File: config.mk
export PLATFORM = sky130hd
export DESIGN_NAME = dma_writeback
export DESIGN_NICKNAME = d
export VERILOG_FILES = /design/src/rtl/dma_writeback_pkg.sv /design/src/rtl/dma_lane_sel.sv /design/src/rtl/dma_writeback.sv
export SDC_FILE = /design/constraint.sdc
export NUM_CORES = 1
export LEC_CHECK = 0
export BUFFER_PORTS_ARGS = -buffer_cell sky130_fd_sc_hd__buf_4
export CORE_ASPECT_RATIO = 0.5
export CORE_MARGIN = 2
export CORE_UTILIZATION = 49
export CTS_CLUSTER_DIAMETER = 30
export DETAILED_ROUTE_END_ITERATION = 6
export PLACE_DENSITY = 0.76
export SYNTH_ARGS = -nofsm -noshare
export SYNTH_HDL_FRONTEND = slang
export SYNTH_SLANG_ARGS = --single-unit
File: constraint.sdc
create_clock -name clk -period 2.2 [get_ports clk]
set_clock_uncertainty 0.1 [all_clocks]
set_input_delay 0.55 -clock clk [delete_from_list [all_inputs] [get_ports clk]]
set_output_delay 0.55 -clock clk [all_outputs]
set_load 0.02 [all_outputs]
File: src/rtl/dma_writeback_pkg.sv
// Shared definitions for the image-thresholding DMA blocks: lane count, pixel/address
// widths and the write-back state encoding.
package dma_writeback_pkg;

    localparam int unsigned NUM_LANES  = 4;
    localparam int unsigned LANE_IDX_W = 2;
    localparam int unsigned PIX_W      = 8;
    localparam int unsigned ADDR_W     = 32;

    typedef logic [LANE_IDX_W-1:0] lane_idx_t;
    typedef logic [PIX_W-1:0]      pixel_t;
    typedef logic [2:0]            dma_state_t;

    localparam dma_state_t ST_IDLE    = 3'd0;
    localparam dma_state_t ST_POP     = 3'd1;
    localparam dma_state_t ST_CAPTURE = 3'd2;
    localparam dma_state_t ST_WRITE   = 3'd3;
    localparam dma_state_t ST_DONE    = 3'd4;

    function automatic logic [NUM_LANES-1:0] lane_decode(input lane_idx_t lane);
        logic [NUM_LANES-1:0] onehot;
        onehot       = '0;
        onehot[lane] = 1'b1;
        return onehot;
    endfunction

endpackage

File: src/rtl/dma_lane_sel.sv
// Lane multiplexer: selects the current lane's FIFO data/empty flag and decodes the
// single pop strobe for that lane.
module dma_lane_sel
    import dma_writeback_pkg::*;
(
    input  logic                   pop_req,
    input  lane_idx_t              lane,
    input  logic [NUM_LANES-1:0]   fifo_empty,
    input  pixel_t [NUM_LANES-1:0] fifo_data,
    output logic                   lane_empty,
    output pixel_t                 lane_data,
    output logic [NUM_LANES-1:0]   fifo_rd_en
);

    always_comb begin
        lane_empty = fifo_empty[lane];
        lane_data  = fifo_data[lane];
        fifo_rd_en = '0;
        // Never pop an empty lane; other lanes wait their turn.
        if (pop_req && !lane_empty) begin
            fifo_rd_en = lane_decode(lane);
        end
    end

endmodule

File: src/rtl/dma_writeback.sv
// Drains four lane FIFOs in round-robin pixel order and writes each pixel to memory at
// BASE_ADDR + pixel index, one frame per start request.
module dma_writeback
    import dma_writeback_pkg::*;
#(
    parameter int unsigned IMAGE_SIZE = 4096,
    parameter logic [31:0] BASE_ADDR  = 32'h0000_0000
) (
    input  logic        clk,
    input  logic        reset_n,
    input  logic        start,
    output logic        busy,
    output logic        done,
    input  logic [7:0]  fifo_data_0,
    input  logic [7:0]  fifo_data_1,
    input  logic [7:0]  fifo_data_2,
    input  logic [7:0]  fifo_data_3,
    input  logic        fifo_empty_0,
    input  logic        fifo_empty_1,
    input  logic        fifo_empty_2,
    input  logic        fifo_empty_3,
    output logic        fifo_rd_en_0,
    output logic        fifo_rd_en_1,
    output logic        fifo_rd_en_2,
    output logic        fifo_rd_en_3,
    output logic [31:0] mem_addr,
    output logic [7:0]  mem_data_out,
    output logic        mem_rw,
    output logic        mem_en,
    input  logic        mem_ready
);

    localparam logic [ADDR_W-1:0] LAST_PIX = ADDR_W'(IMAGE_SIZE - 1);

    dma_state_t           state_q, state_d;
    logic [ADDR_W-1:0]    cnt_q, cnt_d;
    logic [ADDR_W-1:0]    addr_q, addr_d;
    pixel_t               data_q, data_d;

    logic                 pop_req;
    logic                 lane_empty;
    pixel_t               lane_data;
    lane_idx_t            lane;
    logic [NUM_LANES-1:0] rd_en;

    // Pixel n lives in lane n mod 4, mirroring the read-side distribution.
    assign lane    = cnt_q[LANE_IDX_W-1:0];
    assign pop_req = (state_q == ST_POP);

    dma_lane_sel u_lane_sel (
        .pop_req    (pop_req),
        .lane       (lane),
        .fifo_empty ({fifo_empty_3, fifo_empty_2, fifo_empty_1, fifo_empty_0}),
        .fifo_data  ({fifo_data_3, fifo_data_2, fifo_data_1, fifo_data_0}),
        .lane_empty (lane_empty),
        .lane_data  (lane_data),
        .fifo_rd_en (rd_en)
    );

    always_comb begin
        state_d = state_q;
        cnt_d   = cnt_q;
        addr_d  = addr_q;
        data_d  = data_q;
        case (state_q)
            ST_IDLE: begin
                if (start) begin
                    state_d = ST_POP;
                    cnt_d   = '0;
                end
            end
            ST_POP: begin
                if (!lane_empty) begin
                    state_d = ST_CAPTURE;
                end
            end
            ST_CAPTURE: begin
                // FIFO data is valid the cycle after the pop strobe.
                data_d  = lane_data;
                addr_d  = BASE_ADDR + cnt_q;
                state_d = ST_WRITE;
            end
            ST_WRITE: begin
                if (mem_ready) begin
                    if (cnt_q == LAST_PIX) begin
                        state_d = ST_DONE;
                    end else begin
                        cnt_d   = cnt_q + 1'b1;
                        state_d = ST_POP;
                    end
                end
            end
            ST_DONE: begin
                // Wait for start to drop so one request yields exactly one frame.
                if (!start) begin
                    state_d = ST_IDLE;
                end
            end
            default: begin
                state_d = ST_IDLE;
            end
        endcase
    end

    always_ff @(posedge clk or negedge reset_n) begin
        if (!reset_n) begin
            state_q <= ST_IDLE;
            cnt_q   <= '0;
            addr_q  <= '0;
            data_q  <= '0;
        end else begin
            state_q <= state_d;
            cnt_q   <= cnt_d;
            addr_q  <= addr_d;
            data_q  <= data_d;
        end
    end

    assign busy         = (state_q != ST_IDLE) && (state_q != ST_DONE);
    assign done         = (state_q == ST_DONE);
    assign mem_en       = (state_q == ST_WRITE);
    assign mem_rw       = 1'b1;
    assign mem_addr     = addr_q;
    assign mem_data_out = data_q;
    assign fifo_rd_en_0 = rd_en[0];
    assign fifo_rd_en_1 = rd_en[1];
    assign fifo_rd_en_2 = rd_en[2];
    assign fifo_rd_en_3 = rd_en[3];

    rd_en_onehot_a: assert property (@(posedge clk) disable iff (!reset_n) $onehot0(rd_en));

    write_hold_a: assert property (@(posedge clk) disable iff (!reset_n)
        (mem_en && !mem_ready) |=> (mem_en && $stable(mem_addr) && $stable(mem_data_out)));

endmodule

==> results of run 1 <==
state kept, by name, indices dropped and copies added, names as in the netlist:
name,count
cnt_q,32
mem_addr,32
mem_data_out,8
state_q,3
synthesized netlist by cell type (3+ instances only):
| library cell | count |
|---|---|
| nor4_1 | 15 |
| mux2_2 | 40 |
| o21ai_0 | 7 |
| mux2i_1 | 6 |
| nand3_1 | 17 |
| and2_1 | 5 |
| dfrtp_1 | 75 |
| buf_2 | 3 |
| clkbuf_1 | 15 |
| nand4_1 | 16 |
| o31a_1 | 5 |
| inv_1 | 13 |
| a21oi_1 | 6 |
| ha_1 | 4 |
| o211ai_1 | 6 |
| o31ai_1 | 5 |
| nand2b_1 | 4 |
| nor2_1 | 12 |
| buf_6 | 3 |
| mux4_2 | 9 |
| o311ai_0 | 4 |
| nor3_1 | 4 |
| nand2_1 | 26 |
| and3_1 | 7 |
| or3_1 | 3 |
| a31oi_1 | 13 |
| a211o_1 | 5 |
area by class of cell:
class	instances	share of cell area
sequential	75	0.325
multi-input combinational	246	0.375
clock buffer	13	0.0484
clock inverter	3	0.0117
inverter	13	0.00842
tap	112	0.0242
timing repair buffer	155	0.207
critical path, stage by stage (launching register included):
cell and delay (ns):
dfrtp_2 0.39, mux4_2 0.55, nor4b_4 0.28, and2_2 0.19, buf_4 0.13
timing repair:
item                                    in CTS  in global routing
gates resized for setup                     10                 28
buffers inserted                             2                  4
endpoints found under the setup margin      37                 35
cloned                                       0                  1
endpoints found under the hold margin       12                  0
hold buffers                                 1                  0
pin swaps                                    2                 16
power groups by stage:
| stage | Clock [W] | Sequential [W] | Combinational (W) |
|---|---|---|---|
| floorplan | 0 | 0.00211 | 0.00129 |
| global placement | 0 | 0.00191 | 0.00247 |
| detailed placement | 0 | 0.00192 | 0.00252 |
| CTS | 0.00168 | 0.00190 | 0.00261 |
| global route | 0.00174 | 0.00195 | 0.00296 |
| finish | 0.00166 | 0.00191 | 0.00276 |
per-stage QoR:
| step | setup slack (ns) | total power, W |
|---|---|---|
| floorplan | -0.0919 | 0.00340 |
| global placement | -0.208 | 0.00437 |
| detailed placement | -0.242 | 0.00443 |
| CTS | -0.312 | 0.00619 |
| global route | -0.385 | 0.00665 |
| finish | -0.307 | 0.00633 |
layer usage:
layer | routed length, um | vias to the layer above | part of all wire | track usage
met5 | 0 | - | 0 | 0
met4 | 151 | 0 | 0.014 | 0.0802
met3 | 995 | 16 | 0.091 | 0.0698
met2 | 4980 | 167 | 0.46 | 0.398
met1 | 4810 | 1760 | 0.44 | 0.326
li1 | - | 1655 | - | -
kinds of logic after synthesis:
group,count (synthesis),synth area share
AO/OA/AOI/OAI,60,0.112
multiplexers,55,0.179
other,1,0.000940
adder cells (fa/ha/maj),4,0.0126
AND/OR/NAND/NOR,125,0.180
buffers and inverters,38,0.0449
flip-flops,75,0.471
path summary, 6_finish.rpt:
path	startpoint	end	slack, ns
setup / recovery	cnt_q[0]$_DFFE_PN0P_	fifo_rd_en_2	-0.31
min in group asynchronous	reset_n	mem_addr[1]$_DFFE_PN0P_	0.51
hold reg to reg	mem_addr[21]$_DFFE_PN0P_	mem_addr[21]$_DFFE_PN0P_	0.40
max in group asynchronous	reset_n	cnt_q[1]$_DFFE_PN0P_	0.92
hold / removal	mem_ready	state_q[1]$_DFFE_PN0P_	0.37
setup reg to reg	cnt_q[26]$_DFFE_PN0P_	state_q[0]$_DFFE_PN0P_	-0.07
==> impl_metrics.py, run 1 <==
metrics = {
    "synth": {
        "yosys_warnings": 0,
        "syn-num-nets": 402,
        "async_flop_share": 1.00,
        "synth-seq-area-share": 0.471,
        "yosys.area.top_type": "dfrtp_1",
        "ys.flop_type": "dfrtp_1",
        "synthesis.area_mm2": 0.00399,
        "ys_ff_latch": 75,
        "synth_cell_types": 52,
        "synth_top_area_frac": 0.471,
        "syn_inst": 358,
        "synth_area_leaders": "dfrtp_1 47%, mux2_2 11%, mux4_2 5.1%",
        "synth_edf_count": 0,
        "syn_avg_cell_area_um2": 11.1,
    },
    "floorplanning": {
        "ios": 88,
        "core_mm2": 0.00794,
        "start_util": 0.502,
        "die_y_um": 67.8,
        "dieArea_mm2": 0.00892,
        "die_w_um": 132,
        "num_rows": 23,
    },
    "timing": {
        "finalHoldViolCount": 0,
        "relSlewSlack": 0.598,
        "worst_slew_pin_slew_ns": 0.597,
        "fin_ws_ns": -0.307,
        "fin_crit_ns": 2.51,
        "slew_viol_final": 0,
        "setup_violations": 12,
        "min_period_over_period": 1.14,
        "rsz0062_at_grt": "true",
        "setup-tns-final_ns": -1.45,
        "fmax_ghz": 0.399,
        "fin_hold_ws_ns": 0.369,
    },
    "global_route": {
        "grt_pass1_vias": 3281,
        "grt_overflow": 0,
        "grt_max_degree": 39,
        "grt_pass1_wl_mm": 16.7,
        "grt_antenna_before_repair": 0,
        "grt.total_usage": 0.246,
    },
    "setup_path": {
        "critical_path_class": "flip-flop to output port",
        "worstSetupStartpointType": "flip-flop",
        "worstPathRequired_ns": 1.55,
        "r2r_cells": 5,
        "worst_ep_arrival_time_ns": 1.86,
        "worstSetupEndpointType": "output port",
        "cp_max_fo": 4,
    },
    "power_and_ir_drop": {
        "power_frac_comb": 0.436,
        "p_per_area_mw_per_mm2": 1090,
        "netSwitchingFraction": 0.352,
        "switchingPower_w": 0.00223,
        "power.leakage_nw": 2.73,
        "p_seq_frac": 0.301,
        "p_int_w": 0.00410,
        "ir_worst_vdd_v": 0.000583,
        "clockPowerShare": 0.262,
    },
    "clocking": {
        "clock_sinks": 75,
        "clockRootBuffer": "clkbuf_16",
        "clockBufferDepth": 2,
        "insertion_delay_ns": 0.33,
        "clk_pin_slew_ns": 0.06,
        "htree_levels": 3,
        "cts_made_buffers": 9,
        "cts_tree": "yes",
    },
    "job": {
        "cap_violations": 0,
    },
    "cells_and_area": {
        "n_antenna_cell": 0,
        "multi_input_area_mm2": 0.00217,
        "num-fill-cells": 545,
        "final_nets": 544,
        "instances_no_fill": 617,
        "regArea_mm2": 0.00188,
        "areaGrowthSynthToFinish_pct": 45.3,
        "most-common-layout-cells": "149 x buf_4, 71 x dfrtp_1, 40 x mux2_2",
        "layout_commonest_cell": "buf_4",
        "layout-drive-gt1-share": 0.515,
        "final_cell_area_mm2": 0.00580,
        "utilization": 0.730,
    },
    "route": {
        "dr_total_vias": 3598,
        "vias_per_cell": 5.83,
        "drc_errors": 0,
        "wire_per_inst_um": 17.7,
        "drt_iter0_drc": 358,
        "drt-total-wl_mm": 10.9,
        "ant_nets": 0,
        "first_pass_iters": 5,
    },
    "status": {
        "violations": "setup timing",
        "status": "finished with violations",
    },
    "worst_hold_path": {
        "hold_path.class": "input pin to flip-flop",
        "worstHoldPathCells": 2,
    },
    "place": {
        "place_congestion": 0.946,
        "dpl.hpwl_mm": 7.65,
        "dp_cells": 593,
        "port_buffers": 86,
        "place_area_mm2": 0.00517,
    },
}
Power figures use the tool's default switching activity.
==> run 2, diff against run 1 <==
- ABC_AREA: default -> 1
- BUFFER_PORTS_ARGS: -buffer_cell sky130_fd_sc_hd__buf_4 -> -buffer_cell sky130_fd_sc_hd__buf_2
- CORE_UTILIZATION: 49 -> 50
==> impl_metrics.py, run 2 <==
metrics = {
    "route": {
        "ant_nets": 0,
        "wire_per_inst_um": 13.4,
        "drt_iter0_drc": 362,
        "dr_total_vias": 4510,
        "first_pass_iters": 5,
        "drt-total-wl_mm": 11.8,
        "drc_errors": 0,
        "vias_per_cell": 5.13,
    },
    "setup_path": {
        "cpMostUsedCell": "nand2_2",
        "worst_ep_arrival_time_ns": 1.56,
        "critical_path_class": "flip-flop to output port",
        "worstSetupEndpointType": "output port",
        "path_cells": "inv_4 > nand2_2 > nand3_2 > nand2_2 > nand4_1 > nor2_1 > buf_4",
        "worstSetupStartpointType": "flip-flop",
        "worstPathRequired_ns": 1.55,
        "cp_max_fo": 5,
        "slowest_stage": "dfrtp_2",
        "slowest_delay_ns": 0.42,
    },
    "synth": {
        "synthesis.area_mm2": 0.00443,
        "yosys_warnings": 0,
        "synth_top_area_frac": 0.423,
        "ys.flop_type": "dfrtp_1",
        "async_flop_share": 1.00,
        "synth_area_leaders": "dfrtp_1 42%, nand2_1 22%, nor2_1 9.1%",
        "synth_edf_count": 0,
        "synth_cell_types": 31,
        "syn-num-nets": 711,
        "syn_avg_cell_area_um2": 6.65,
        "synth_most_common_cell": "nand2_1",
        "synth-seq-area-share": 0.423,
        "syn_inst": 667,
        "synth_common_cells": "259 x nand2_1, 107 x nor2_1, 75 x dfrtp_1",
        "ys_ff_latch": 75,
        "yosys.area.top_type": "dfrtp_1",
    },
    "timing": {
        "fin_crit_ns": 2.21,
        "fin_ws_ns": -0.00541,
        "rsz0062_at_grt": "true",
        "relSlewSlack": 0.358,
        "worst_slew_pin_slew_ns": 0.961,
        "slew_viol_final": 0,
        "finalHoldViolCount": 0,
        "fmax_ghz": 0.453,
        "min_period_over_period": 1.00,
        "fin_hold_ws_ns": 0.0364,
        "setup_violations": 3,
    },
    "clocking": {
        "clockBufferDepth": 2,
        "cts_made_buffers": 9,
        "clock_sinks": 75,
        "postCtsHoldBufs": 0,
        "clk_pin_slew_ns": 0.06,
        "htree_levels": 3,
        "cts_tree": "yes",
        "insertion_delay_ns": 0.34,
        "clockRootBuffer": "clkbuf_16",
    },
    "floorplanning": {
        "num_rows": 24,
        "die_y_um": 70.6,
        "die_w_um": 137,
        "dieArea_mm2": 0.00968,
        "ios": 88,
        "start_util": 0.513,
        "core_mm2": 0.00865,
    },
    "place": {
        "dpl.hpwl_mm": 8.21,
        "port_buffers": 86,
        "dp_cells": 855,
        "place_congestion": 0.913,
    },
    "cells_and_area": {
        "areaGrowthSynthToFinish_pct": 20.6,
        "layout_commonest_cell": "nand2_1",
        "num-fill-cells": 819,
        "most-common-layout-cells": "255 x nand2_1, 106 x nor2_1, 81 x buf_2",
        "instances_no_fill": 879,
        "final_nets": 801,
        "layout-drive-gt1-share": 0.190,
        "n_antenna_cell": 0,
    },
    "global_route": {
        "grt_pass1_wl_mm": 19.4,
        "grt.total_usage": 0.255,
        "grt_pass1_vias": 4120,
        "grt_overflow": 0,
        "grt_antenna_before_repair": 0,
        "grt_max_degree": 68,
    },
    "worst_hold_path": {
        "hold_path.class": "input pin to asynchronous set/reset pin",
    },
    "status": {
        "violations": "setup timing",
        "status": "finished with violations",
    },
    "job": {
        "cap_violations": 0,
    },
    "power_and_ir_drop": {
        "p_per_area_mw_per_mm2": 920,
        "ir_worst_vdd_v": 0.000632,
        "report.power.total_w": 0.00492,
        "power.leakage_nw": 2.70,
    },
}
[run 2: cell count changes after synthesis, moves of 9 or more]
cell | previous run | this run
a31oi_1 | 13 | 0
inv_1 | 13 | 48
mux2_2 | 40 | 0
mux4_2 | 9 | 0
nand2_1 | 26 | 259
nand3_1 | 17 | 54
nand4_1 | 16 | 1
nor2_1 | 12 | 107
nor4_1 | 15 | 0
o21ai_0 | 7 | 45
[run 2: kinds of logic (layout without fill, tap and decap cells)]
family / Yosys count / in the layout / synth area share
flip-flops: 75 / 75 / 0.423
AO/OA/AOI/OAI: 61 / 61 / 0.0717
adder cells (fa/ha/maj): 4 / 4 / 0.0113
AND/OR/NAND/NOR: 441 / 441 / 0.406
other: 1 / 1 / 0.000846
XOR/XNOR: 7 / 7 / 0.0138
buffers and inverters: 78 / 173 / 0.0734
[run 2: per-layer routing]
metal  share of wire  track usage
met5               0            0
met4           0.013       0.0767
met3           0.079       0.0581
met1            0.47        0.360
met2            0.44        0.395
[run 2: layout make-up]
type,instances,area [um^2],area share
multi-input cells,514,2260,0.423
well taps,117,146,0.0274
repair buffers,106,609,0.114
flip-flops and latches,75,1880,0.352
clock inverters,3,15.0,0.00281
clock buffers,13,240,0.0449
inverters,51,196,0.0367
[run 2: critical path: cells and delay by family (launching register included)]
family	cells	cell delay, ns
flip-flops	1	0.42
AND/OR/NAND/NOR	5	0.59
buffers and inverters	2	0.22
[run 2: final timing paths]
kind | startpoint | to | depth (start not counted) | slack (ns)
hold / removal | reset_n | mem_addr[27]$_DFFE_PN0P_ | 1 | 0.04
min in group clk | mem_addr[11]$_DFFE_PN0P_ | mem_addr[11]$_DFFE_PN0P_ | 2 | 0.37
setup reg to reg | cnt_q[0]$_DFFE_PN0P_ | cnt_q[11]$_DFFE_PN0P_ | 12 | 0.15
hold reg to reg | mem_addr[11]$_DFFE_PN0P_ | mem_addr[11]$_DFFE_PN0P_ | 2 | 0.37
setup / recovery | cnt_q[0]$_DFFE_PN0P_ | fifo_rd_en_0 | 7 | -0.005
max in group asynchronous | reset_n | cnt_q[0]$_DFFE_PN0P_ | 2 | 1.37
[run 2: power by group]
group	internal [W]	switching, W
clock network	0.000758	0.000544
registers	0.00151	0.0000996
logic	0.000599	0.00141
total	0.00287	0.00205
[run 2: what timing repair did]
item,4_1_cts,5_1_grt
buffers inserted,5,3
gates resized for setup,6,13
pin swaps,1,5
endpoints found under the setup margin,4,36
[run 2: through the flow]
stage / worst slack, ns / area, um^2 / setup TNS (ns) / util
floorplan: 0.0893 / 4430 / 0 / -
global placement: 0.185 / 4980 / 0 / 0.576
detailed placement: 0.0954 / 4980 / 0 / 0.576
CTS: 0.00233 / 5280 / 0 / 0.611
global route: -0.0866 / 5350 / -0.282 / 0.618
finish: -0.00541 / 5350 / -0.00604 / 0.618
